$ cat config.mk
export PLATFORM = sky130hd
export DESIGN_NAME = ar_ordering_unit_flat
export DESIGN_NICKNAME = d
export VERILOG_FILES = /design/src/rtl/rob_pkg.sv /design/src/rtl/ar_if.sv /design/src/rtl/tag_free_list.sv /design/src/rtl/ar_ordering_unit.sv /design/src/flat_wrapper.sv
export SDC_FILE = /design/constraint.sdc
export NUM_CORES = 1
export LEC_CHECK = 0
export CORE_UTILIZATION = 50
export CTS_BUF_LIST = sky130_fd_sc_hd__clkbuf_16
export CTS_CLUSTER_SIZE = 8
export DETAILED_ROUTE_END_ITERATION = 7
export PLACE_DENSITY = 0.7
export RECOVER_POWER = 50
export SLEW_MARGIN = 20
export SYNTH_ARGS = -nofsm -noshare
export SYNTH_HDL_FRONTEND = slang
export SYNTH_SLANG_ARGS = --single-unit
$ cat constraint.sdc
create_clock -name clk -period 13.4 [get_ports clk]
set_input_delay 4.02 -clock clk [delete_from_list [all_inputs] [get_ports clk]]
set_output_delay 4.02 -clock clk [all_outputs]
set_load 0.02 [all_outputs]
$ cat src/rtl/rob_pkg.sv
// Shared types and helpers for the AR ordering unit and the R-path ROB.
package rob_pkg;

    localparam int ID_W_DEF    = 32;
    localparam int ADDR_W_DEF  = 32;
    localparam int LEN_W_DEF   = 8;
    localparam int SIZE_W_DEF  = 3;
    localparam int BURST_W_DEF = 2;
    localparam int QOS_W_DEF   = 4;

    // Full AR request as carried through the ordering stage.
    typedef struct packed {
        logic [ID_W_DEF-1:0]    id;
        logic [ADDR_W_DEF-1:0]  addr;
        logic [LEN_W_DEF-1:0]   len;
        logic [SIZE_W_DEF-1:0]  size;
        logic [BURST_W_DEF-1:0] burst;
        logic [QOS_W_DEF-1:0]   qos;
    } ar_entry_t;

    // What the response path needs to recover per outstanding tag.
    typedef struct packed {
        logic [ID_W_DEF-1:0]  id;
        logic [LEN_W_DEF-1:0] len;
    } tag_entry_t;

    // Bit width of an index into n slots, never less than one bit.
    function automatic int clog2_min1(input int n);
        return (n <= 32'sd2) ? 32'sd1 : $clog2(n);
    endfunction

endpackage

$ cat src/rtl/ar_if.sv
// AR channel bundle: valid/ready handshake plus request fields.
interface ar_if #(
    parameter int ID_WIDTH    = 32,
    parameter int ADDR_WIDTH  = 32,
    parameter int LEN_WIDTH   = 8,
    parameter int SIZE_WIDTH  = 3,
    parameter int BURST_WIDTH = 2,
    parameter int QOS_WIDTH   = 4
) ();
    logic                   valid;
    logic                   ready;
    logic [ID_WIDTH-1:0]    id;
    logic [ADDR_WIDTH-1:0]  addr;
    logic [LEN_WIDTH-1:0]   len;
    logic [SIZE_WIDTH-1:0]  size;
    logic [BURST_WIDTH-1:0] burst;
    logic [QOS_WIDTH-1:0]   qos;

    modport sender   (output valid, id, addr, len, size, burst, qos, input  ready);
    modport receiver (input  valid, id, addr, len, size, burst, qos, output ready);
endinterface

$ cat src/rtl/tag_free_list.sv
// Pool of NUM_TAGS tags: free bitmap, lowest-free selection and free count.
// A release only takes effect next cycle, so allocation never sees it early.
module tag_free_list import rob_pkg::*; #(
    parameter int NUM_TAGS = 16,
    parameter int TAG_W    = clog2_min1(NUM_TAGS),
    parameter int CNT_W    = $clog2(NUM_TAGS + 1)
) (
    input  logic                clk,
    input  logic                rst,
    input  logic                alloc_en,
    output logic [TAG_W-1:0]    alloc_tag,
    input  logic                rel_valid,
    input  logic [TAG_W-1:0]    rel_tag,
    output logic [NUM_TAGS-1:0] free_mask,
    output logic [CNT_W-1:0]    free_cnt
);
    logic [NUM_TAGS-1:0] free_r;
    logic [CNT_W-1:0]    cnt_r;
    logic [TAG_W-1:0]    low_tag_s;
    logic                rel_eff_s;
    logic [NUM_TAGS-1:0] rel_mask_s;
    logic [NUM_TAGS-1:0] alloc_mask_s;

    // Priority encoder: scanning downward leaves the lowest free index.
    always_comb begin
        low_tag_s = '0;
        for (int i = NUM_TAGS - 1; i >= 0; i--) begin
            if (free_r[i]) low_tag_s = TAG_W'(i);
            else           low_tag_s = low_tag_s;
        end
    end

    // One-hot masks for this cycle's release and allocation.
    always_comb begin
        rel_eff_s    = rel_valid & ~free_r[rel_tag];
        rel_mask_s   = '0;
        alloc_mask_s = '0;
        if (rel_eff_s) rel_mask_s[rel_tag] = 1'b1;
        else           rel_mask_s = '0;
        if (alloc_en)  alloc_mask_s[low_tag_s] = 1'b1;
        else           alloc_mask_s = '0;
    end

    // Bitmap and counter update; duplicate releases change nothing.
    always_ff @(posedge clk) begin
        if (rst) begin
            free_r <= '1;
            cnt_r  <= CNT_W'(NUM_TAGS);
        end else begin
            free_r <= (free_r | rel_mask_s) & ~alloc_mask_s;
            case ({alloc_en, rel_eff_s})
                2'b10:   cnt_r <= cnt_r - CNT_W'(1);
                2'b01:   cnt_r <= cnt_r + CNT_W'(1);
                default: cnt_r <= cnt_r;
            endcase
        end
    end

    assign alloc_tag = low_tag_s;
    assign free_mask = free_r;
    assign free_cnt  = cnt_r;

endmodule

$ cat src/rtl/ar_ordering_unit.sv
// Tags every accepted AR request, remembers its original id/len and
// forwards it through a one-entry output register with id replaced by the tag.
module ar_ordering_unit import rob_pkg::*; #(
    parameter int ID_WIDTH    = 32,
    parameter int ADDR_WIDTH  = 32,
    parameter int LEN_WIDTH   = 8,
    parameter int SIZE_WIDTH  = 3,
    parameter int BURST_WIDTH = 2,
    parameter int QOS_WIDTH   = 4,
    parameter int NUM_TAGS    = 16,
    localparam int TAG_W      = clog2_min1(NUM_TAGS),
    localparam int CNT_W      = $clog2(NUM_TAGS + 1)
) (
    input  logic                 clk,
    input  logic                 rst,
    ar_if.receiver               ar_in,
    ar_if.sender                 ar_out,
    input  logic                 rel_valid,
    input  logic [TAG_W-1:0]     rel_tag,
    input  logic [TAG_W-1:0]     lu_tag,
    output logic                 lu_valid,
    output logic [ID_WIDTH-1:0]  lu_id,
    output logic [LEN_WIDTH-1:0] lu_len,
    output logic [CNT_W-1:0]     free_cnt,
    output logic                 idle
);
    logic [TAG_W-1:0]       alloc_tag_s;
    logic [NUM_TAGS-1:0]    free_mask_s;
    logic [CNT_W-1:0]       free_cnt_s;
    logic                   accept_s;
    logic                   pop_s;

    logic                   out_valid_r;
    logic [ID_WIDTH-1:0]    out_id_r;
    logic [ADDR_WIDTH-1:0]  out_addr_r;
    logic [LEN_WIDTH-1:0]   out_len_r;
    logic [SIZE_WIDTH-1:0]  out_size_r;
    logic [BURST_WIDTH-1:0] out_burst_r;
    logic [QOS_WIDTH-1:0]   out_qos_r;

    logic [ID_WIDTH-1:0]    tbl_id_r  [NUM_TAGS];
    logic [LEN_WIDTH-1:0]   tbl_len_r [NUM_TAGS];

    tag_free_list #(
        .NUM_TAGS (NUM_TAGS),
        .TAG_W    (TAG_W),
        .CNT_W    (CNT_W)
    ) u_free_list (
        .clk       (clk),
        .rst       (rst),
        .alloc_en  (accept_s),
        .alloc_tag (alloc_tag_s),
        .rel_valid (rel_valid),
        .rel_tag   (rel_tag),
        .free_mask (free_mask_s),
        .free_cnt  (free_cnt_s)
    );

    // Ready needs a free tag and room in the output register (or a pop now).
    assign ar_in.ready = (|free_mask_s) & (~out_valid_r | ar_out.ready);
    assign accept_s    = ar_in.valid & ar_in.ready;
    assign pop_s       = out_valid_r & ar_out.ready;

    // Output register: loads on accept (also when popping), clears on a bare pop.
    always_ff @(posedge clk) begin
        if (rst) begin
            out_valid_r <= 1'b0;
            out_id_r    <= '0;
            out_addr_r  <= '0;
            out_len_r   <= '0;
            out_size_r  <= '0;
            out_burst_r <= '0;
            out_qos_r   <= '0;
        end else if (accept_s) begin
            out_valid_r <= 1'b1;
            out_id_r    <= ID_WIDTH'(alloc_tag_s);
            out_addr_r  <= ar_in.addr;
            out_len_r   <= ar_in.len;
            out_size_r  <= ar_in.size;
            out_burst_r <= ar_in.burst;
            out_qos_r   <= ar_in.qos;
        end else if (pop_s) begin
            out_valid_r <= 1'b0;
        end else begin
            out_valid_r <= out_valid_r;
        end
    end

    // Tag table write; contents of free slots are never observed.
    always_ff @(posedge clk) begin
        if (accept_s) begin
            tbl_id_r[alloc_tag_s]  <= ar_in.id;
            tbl_len_r[alloc_tag_s] <= ar_in.len;
        end
    end

    // Lookup from registered state, so a same-cycle write shows next cycle.
    always_comb begin
        lu_valid = ~free_mask_s[lu_tag];
        if (lu_valid) begin
            lu_id  = tbl_id_r[lu_tag];
            lu_len = tbl_len_r[lu_tag];
        end else begin
            lu_id  = '0;
            lu_len = '0;
        end
    end

    assign ar_out.valid = out_valid_r;
    assign ar_out.id    = out_id_r;
    assign ar_out.addr  = out_addr_r;
    assign ar_out.len   = out_len_r;
    assign ar_out.size  = out_size_r;
    assign ar_out.burst = out_burst_r;
    assign ar_out.qos   = out_qos_r;
    assign free_cnt     = free_cnt_s;
    assign idle         = (free_cnt_s == CNT_W'(NUM_TAGS)) & ~out_valid_r;

endmodule

$ cat src/flat_wrapper.sv
// flat-port wrapper written by rule: the top's interface ports become plain ports
module ar_ordering_unit_flat import rob_pkg::*;
#(
    parameter int ID_WIDTH    = 32,
    parameter int ADDR_WIDTH  = 32,
    parameter int LEN_WIDTH   = 8,
    parameter int SIZE_WIDTH  = 3,
    parameter int BURST_WIDTH = 2,
    parameter int QOS_WIDTH   = 4,
    parameter int NUM_TAGS    = 16,
    localparam int TAG_W      = clog2_min1(NUM_TAGS),
    localparam int CNT_W      = $clog2(NUM_TAGS + 1)
)
  (clk, rst, rel_valid, rel_tag, lu_tag, lu_valid, lu_id, lu_len, free_cnt, idle, ar_in_valid, ar_in_id, ar_in_addr, ar_in_len, ar_in_size, ar_in_burst, ar_in_qos, ar_in_ready, ar_out_valid, ar_out_id, ar_out_addr, ar_out_len, ar_out_size, ar_out_burst, ar_out_qos, ar_out_ready);
  ar_if #(.ID_WIDTH(ID_WIDTH), .ADDR_WIDTH(ADDR_WIDTH), .LEN_WIDTH(LEN_WIDTH), .SIZE_WIDTH(SIZE_WIDTH), .BURST_WIDTH(BURST_WIDTH), .QOS_WIDTH(QOS_WIDTH)) ar_in_i ();
  ar_if #(.ID_WIDTH(ID_WIDTH), .ADDR_WIDTH(ADDR_WIDTH), .LEN_WIDTH(LEN_WIDTH), .SIZE_WIDTH(SIZE_WIDTH), .BURST_WIDTH(BURST_WIDTH), .QOS_WIDTH(QOS_WIDTH)) ar_out_i ();
  input  logic clk;
  input  logic rst;
  input  logic rel_valid;
  input  logic [TAG_W-1:0] rel_tag;
  input  logic [TAG_W-1:0] lu_tag;
  output logic lu_valid;
  output logic [ID_WIDTH-1:0] lu_id;
  output logic [LEN_WIDTH-1:0] lu_len;
  output logic [CNT_W-1:0] free_cnt;
  output logic idle;
  input wire logic [$bits(ar_in_i.valid)-1:0] ar_in_valid;
  input wire logic [$bits(ar_in_i.id)-1:0] ar_in_id;
  input wire logic [$bits(ar_in_i.addr)-1:0] ar_in_addr;
  input wire logic [$bits(ar_in_i.len)-1:0] ar_in_len;
  input wire logic [$bits(ar_in_i.size)-1:0] ar_in_size;
  input wire logic [$bits(ar_in_i.burst)-1:0] ar_in_burst;
  input wire logic [$bits(ar_in_i.qos)-1:0] ar_in_qos;
  output wire logic [$bits(ar_in_i.ready)-1:0] ar_in_ready;
  output wire logic [$bits(ar_out_i.valid)-1:0] ar_out_valid;
  output wire logic [$bits(ar_out_i.id)-1:0] ar_out_id;
  output wire logic [$bits(ar_out_i.addr)-1:0] ar_out_addr;
  output wire logic [$bits(ar_out_i.len)-1:0] ar_out_len;
  output wire logic [$bits(ar_out_i.size)-1:0] ar_out_size;
  output wire logic [$bits(ar_out_i.burst)-1:0] ar_out_burst;
  output wire logic [$bits(ar_out_i.qos)-1:0] ar_out_qos;
  input wire logic [$bits(ar_out_i.ready)-1:0] ar_out_ready;
  assign ar_in_i.valid = ar_in_valid;
  assign ar_in_i.id = ar_in_id;
  assign ar_in_i.addr = ar_in_addr;
  assign ar_in_i.len = ar_in_len;
  assign ar_in_i.size = ar_in_size;
  assign ar_in_i.burst = ar_in_burst;
  assign ar_in_i.qos = ar_in_qos;
  assign ar_in_ready = ar_in_i.ready;
  assign ar_out_valid = ar_out_i.valid;
  assign ar_out_id = ar_out_i.id;
  assign ar_out_addr = ar_out_i.addr;
  assign ar_out_len = ar_out_i.len;
  assign ar_out_size = ar_out_i.size;
  assign ar_out_burst = ar_out_i.burst;
  assign ar_out_qos = ar_out_i.qos;
  assign ar_out_i.ready = ar_out_ready;
  ar_ordering_unit #(.ID_WIDTH(ID_WIDTH), .ADDR_WIDTH(ADDR_WIDTH), .LEN_WIDTH(LEN_WIDTH), .SIZE_WIDTH(SIZE_WIDTH), .BURST_WIDTH(BURST_WIDTH), .QOS_WIDTH(QOS_WIDTH), .NUM_TAGS(NUM_TAGS)) u_core (.clk(clk), .rst(rst), .ar_in(ar_in_i), .ar_out(ar_out_i), .rel_valid(rel_valid), .rel_tag(rel_tag), .lu_tag(lu_tag), .lu_valid(lu_valid), .lu_id(lu_id), .lu_len(lu_len), .free_cnt(free_cnt), .idle(idle));
endmodule
-- Word level (Yosys, flattened, before mapping)
Memories as Yosys holds them, arrays and structs flattened.
Cells that the tools add are included.
- mux-type cells: 33
- bitwise logic cells: 12
- add/subtract/negate cells: 2
- reductions and logical operators: 5
- magnitude comparators: 5
- eq/ne operators: 3
- operators by type and width (operator ; count):
    $mux W4 ; 16
    $mux W16 ; 2
    $mux W32 ; 1
    $and A16 B16 Y16 ; 1
    $not A16 Y16 ; 1
    $or A16 B16 Y16 ; 1
    $reduce_or A16 Y1 ; 1
    $lt A4 B5 Y1 const B ; 3
    $pmux W5 S2 ; 1
    $bmux W1 S4 ; 2
    $demux W1 S4 ; 2
    $ge A4 B1 Y1 const B ; 2
    $mux W1 ; 8
    $mux W8 ; 1
    $add A5 B1 Y5 const B ; 1
    $and A1 B1 Y1 ; 5
    $eq A5 B5 Y1 const B ; 1
    $sub A5 B1 Y5 const B ; 1
    $reduce_bool A2 Y1 ; 2
    $not A1 Y1 ; 3
    $eq A2 B1 Y1 const B ; 1
    $eq A2 B2 Y1 const B ; 1
    $logic_and A1 B1 Y1 ; 2
    $or A1 B1 Y1 ; 1
- logic and storage cells: 71
- memory bits (writable): 640
- memories kept: 2
- register bits: 75
- bits of input ports: 94
- memories (name ; depth ; bits a word ; read ports ; clocked after Yosys merged registers in ; write ports ; RTL line ; RTL):
    u_core.tbl_id_r ; 16 ; 32 ; 1 ; 0 ; 1 ; ar_ordering_unit.sv:41 ; logic [ID_WIDTH-1:0] tbl_id_r [NUM_TAGS];
    u_core.tbl_len_r ; 16 ; 8 ; 1 ; 0 ; 1 ; ar_ordering_unit.sv:42 ; logic [LEN_WIDTH-1:0] tbl_len_r [NUM_TAGS];

-- Longest topological paths before layout
- word-level depth: 23
- gate-level depth with buffers: 16

-- By module
From an unflattened synthesis, not the netlist that was laid out.
- cells, all modules: 1464
- area, all modules: 28045.6 um^2
- modules (own cells, without submodules) (module ; instances ; area each (um^2) ; seq. area each (um^2) ; cells each):
    ar_ordering_unit ; 1 ; 26620.5 ; 20299.5 ; 1300
    tag_free_list ; 1 ; 1425.1 ; 420.4 ; 164

-- Worst setup path before layout
OpenSTA, ideal clock, no wires.
- path type: in2out
- from: input lu_tag[0]
- to: output lu_id[0]
- buffers on the path: 2
- required time: 9380 ps
- arrival: 5916 ps
- cell stages on the path: 5
- path slack: 3464 ps
- cell sequence: buf_2 buf_1 mux4_2 mux4_2 nor2b_1
- word-level cells in the longest chain between the ends: 3
- elaborated cells between the ends (all ways): 4
- those cells by class: mux: 3; memory: 1
- ends and longest elaborated chain (item ; RTL line ; RTL):
    start: declaration ; flat_wrapper.sv:21 ; input logic [TAG_W-1:0] lu_tag;
    $bmux W1 S4 ; ar_ordering_unit.sv:99 ; lu_valid = ~free_mask_s[lu_tag];
    $mux W1 (not written as such) ; ar_ordering_unit.sv:99 ;
    $mux W32 * ; ar_ordering_unit.sv:100 ; if (lu_valid) begin
    end: declaration ; flat_wrapper.sv:23 ; output logic [ID_WIDTH-1:0] lu_id;
Mark *: on every way between the ends. The rest lies on a longest branch, timed or not. The select of a mux whose other input is x is not followed.

-- Worst setup path in the final report
- from: input lu_tag[1]
- to: output lu_id[10]
The elaborated chain is that of the path after synthesis.

==> out/qor.csv <==
stage,metric,value,unit
outcome,outcome,finished with violations,
power,total_power,4.98,mW
timing,finalCritPeriodShare,83.7,%
route,post_drt_wl_per_cell,25.6,um
logic_synthesis,dominantRegCellSynth,edfxtp_1,
worst_setup_path,required,9.38,ns
placed_design,placed_area,30900,um2
route,wl_met3,5140,um
route,drcViolationCount,0,
clock_network,cts_resized,0,
worst_setup_path,critPathCaptureType,output port,
timing,final.setup_skew,0.0197,ns
logic_synthesis,ys_ff_latch,715,
global_route,antenna_found_initial,3,
timing,fmax,89.1,MHz
logic_synthesis,netlist_area,28200,um2
layout,final_area,33500,um2
floorplan,rows,86,
worst_setup_path,path_class,input pin to output port,
worst_setup_path,crit_arrival,7.20,ns
timing,worst_pin_slew,3.85,ns
timing,setup_viol,0,
timing,rsz0062_at_grt,false,
power,ir_worst_vdd,0.0000993,V
logic_synthesis,synth_top_area_share,68.2,%
clock_network,postCtsHoldBufs,0,
layout,fin_cells,2404,
clock_network,post_cts_buffers,0,
clock_network,clk_pin_slew,0.05,ns
placed_design,dpl.hpwl,31500,um
timing,fin_setup_tns,0,ns
outcome,violations,"max-capacitance violations, max-slew violations",
floorplan,initial_core_util,50.8,%
layout,fin_nets,1722,
clock_network,clockRootBuffer,clkbuf_16,
logic_synthesis,ys_top_cells_by_area,"edfxtp_1 (68%), mux4_2 (17%), dfxtp_1 (5.3%), a21oi_2 (1.5%), nor2b_1 (1.0%)",
clock_network,cts_tree,done,
logic_synthesis,synth-seq-area-share,73.6,%
route,wl_met2,30300,um
power,powerDensity,148,nW/um2
route,wl_met1,25100,um
job,drv_cap,2,
layout,mostFrequentLayoutCells,"edfxtp_1 (640), mux4_2 (207), clkdlybuf4s50_1 (149), clkbuf_16 (100), dfxtp_1 (75)",
timing,drv_slew,72,
logic_synthesis,synth_area_leader_cell,edfxtp_1,
clock_network,cts_buffer_depth,3,
route,first_pass_iters,5,
logic_synthesis,synthCells,1375,
timing,layout_min_cycle_time,11.22,ns
route,drtIter0Drc,1311,
route,drt-vias-per-instance,5.82,
layout,syn_to_final_growth,19.1,%
timing,hold_viol_final,0,
route,route.vias.total,14000,
placed_design,dp.cells,2270,
global_route,grt.total_usage,22.1,%
clock_network,htree_levels,3,
logic_synthesis,synth_warnings,0,
placed_design,io_buffers,195,
timing,max_slew_margin,-156,%
clock_network,clk_latency,0.63,ns
route,detail-route-antenna-nets,0,
floorplan,io_pins,224,
layout,drive_gt1_share,27.8,%
worst_setup_path,startpoint_type,input pin,
route,top_layer,met4,
floorplan,die_w,239,um
global_route,grt_pass1_wl,92200,um
floorplan,core-area,55400,um2
floorplan,die-area,57300,um2
route,finalWirelength,61500,um
worst_setup_path,cp_max_fo,75,
global_route,grt_max_degree,79,
layout,final_common_cell,edfxtp_1,
logic_synthesis,synthArstFlopShare,0,%
power,leakage,10.8,nW
logic_synthesis,synth_edf_count,640,
placed_design,gp_congestion,0.817,
hold_path,hold_class,register to register,
logic_synthesis,syn_area_per_cell,20.5,um2
clock_network,cts_buffers,99,
layout,utilization,60.5,%
clock_network,clock_sink_count,715,
global_route,grt_overflow,0,
global_route,grt_pass1_vias,14800,
floorplan,dieHeight,239,um
logic_synthesis,synth.distinct_cells,55,
## cells in the mapped netlist, types with 2 or more instances
| library cell | instances |
|---|---|
| mux2i_1 | 4 |
| nor3_1 | 6 |
| a21oi_2 | 47 |
| a211oi_1 | 4 |
| inv_1 | 6 |
| edfxtp_1 | 640 |
| nand3_1 | 5 |
| buf_1 | 25 |
| nor2b_1 | 47 |
| xor2_1 | 2 |
| and2_1 | 3 |
| xnor2_1 | 2 |
| and4_1 | 3 |
| o211ai_1 | 2 |
| mux4_2 | 207 |
| nor3b_1 | 3 |
| nand2b_1 | 3 |
| clkbuf_1 | 37 |
| and3_1 | 2 |
| o21bai_1 | 12 |
| nand2_1 | 62 |
| dfxtp_1 | 75 |
| buf_2 | 8 |
| o21ai_0 | 4 |
| or2_2 | 2 |
| a21oi_1 | 24 |
| nor2_1 | 28 |
| a41o_1 | 2 |
| buf_12 | 5 |
| nand2_2 | 46 |
| a21o_1 | 2 |
| a31oi_1 | 4 |
| buf_4 | 28 |
| ha_1 | 4 |
## flip-flops by register name, indices dropped and copies added, names as in the netlist
| register | flops |
|---|---|
| u_core.ar_out.id | 4 |
| u_core.ar_out.addr | 32 |
| u_core.ar_out.valid | 1 |
| u_core.ar_out.size | 3 |
| u_core.tbl_len_r | 128 |
| u_core.ar_out.len | 8 |
| u_core.u_free_list.free_cnt | 5 |
| u_core.ar_out.burst | 2 |
| u_core.ar_out.qos | 4 |
| u_core.tbl_id_r | 512 |
| u_core.u_free_list.free_mask | 16 |
## cell families (layout without fill, tap and decap cells)
logic type / Yosys count / count (layout) / share of synthesized area (%)
AO/OA/AOI/OAI: 110 / 110 / 2.95
XOR/XNOR: 4 / 4 / 0.124
adder cells (fa/ha/maj): 5 / 5 / 0.249
buffers and inverters: 111 / 362 / 2.25
flip-flops: 715 / 715 / 73.6
multiplexers: 211 / 211 / 16.7
other: 1 / 31 / 0.0133
AND/OR/NAND/NOR: 218 / 218 / 4.15
## cell type report
class,count,area [um2]
clock buffers,100,2500
repair buffers,224,2170
well taps,748,936
multi-input cells,576,6990
flip-flops and latches,715,20700
inverters,7,38.8
diodes,3,7.51
fillers,3873,21900
clock inverters,31,186
## stage by stage
| stage | setup slack, ns | hold WS, ns |
|---|---|---|
| after floorplan | 3.46 | 0.516 |
| after global placement | 2.12 | 0.443 |
| after detailed placement | 2.13 | 0.451 |
| after CTS | 2.12 | 0.458 |
| after global routing | 2.05 | 0.465 |
| final | 2.18 | 0.456 |
## per-layer routing
layer / vias to the layer above / global-route usage (%)
met5: - / 0
met1: 7324 / 30.3
met2: 607 / 35.8
met3: 73 / 5.09
li1: 5999 / -
met4: 0 / 6.33
## critical path: stages
cell and delay (ns):
buf_6 0.54, buf_4 0.85, mux4_2 0.42, mux4_2 0.52
nor2b_1 0.16, clkdlybuf4s50_1 0.58
## report_power, final
| part | switching [mW] | total (mW) | internal, mW |
|---|---|---|---|
| sequential | 0.0153 | 2.48 | 2.46 |
| combinational | 0.165 | 0.307 | 0.142 |
| clock | 0.862 | 2.19 | 1.33 |
## worst paths after layout
path                                        start                             end  cells after the start  slack, ns
setup / recovery                        lu_tag[1]                       lu_id[10]                      6       2.18
hold / removal              u_core.ar_out.addr[2]           u_core.ar_out.addr[2]                      2       0.46
setup reg to reg  u_core.u_free_list.free_mask[5]  u_core.u_free_list.free_cnt[4]                     14       9.10
hold reg to reg             u_core.ar_out.addr[2]           u_core.ar_out.addr[2]                      2       0.46
Note: power is estimated with default switching activity, not from simulation.
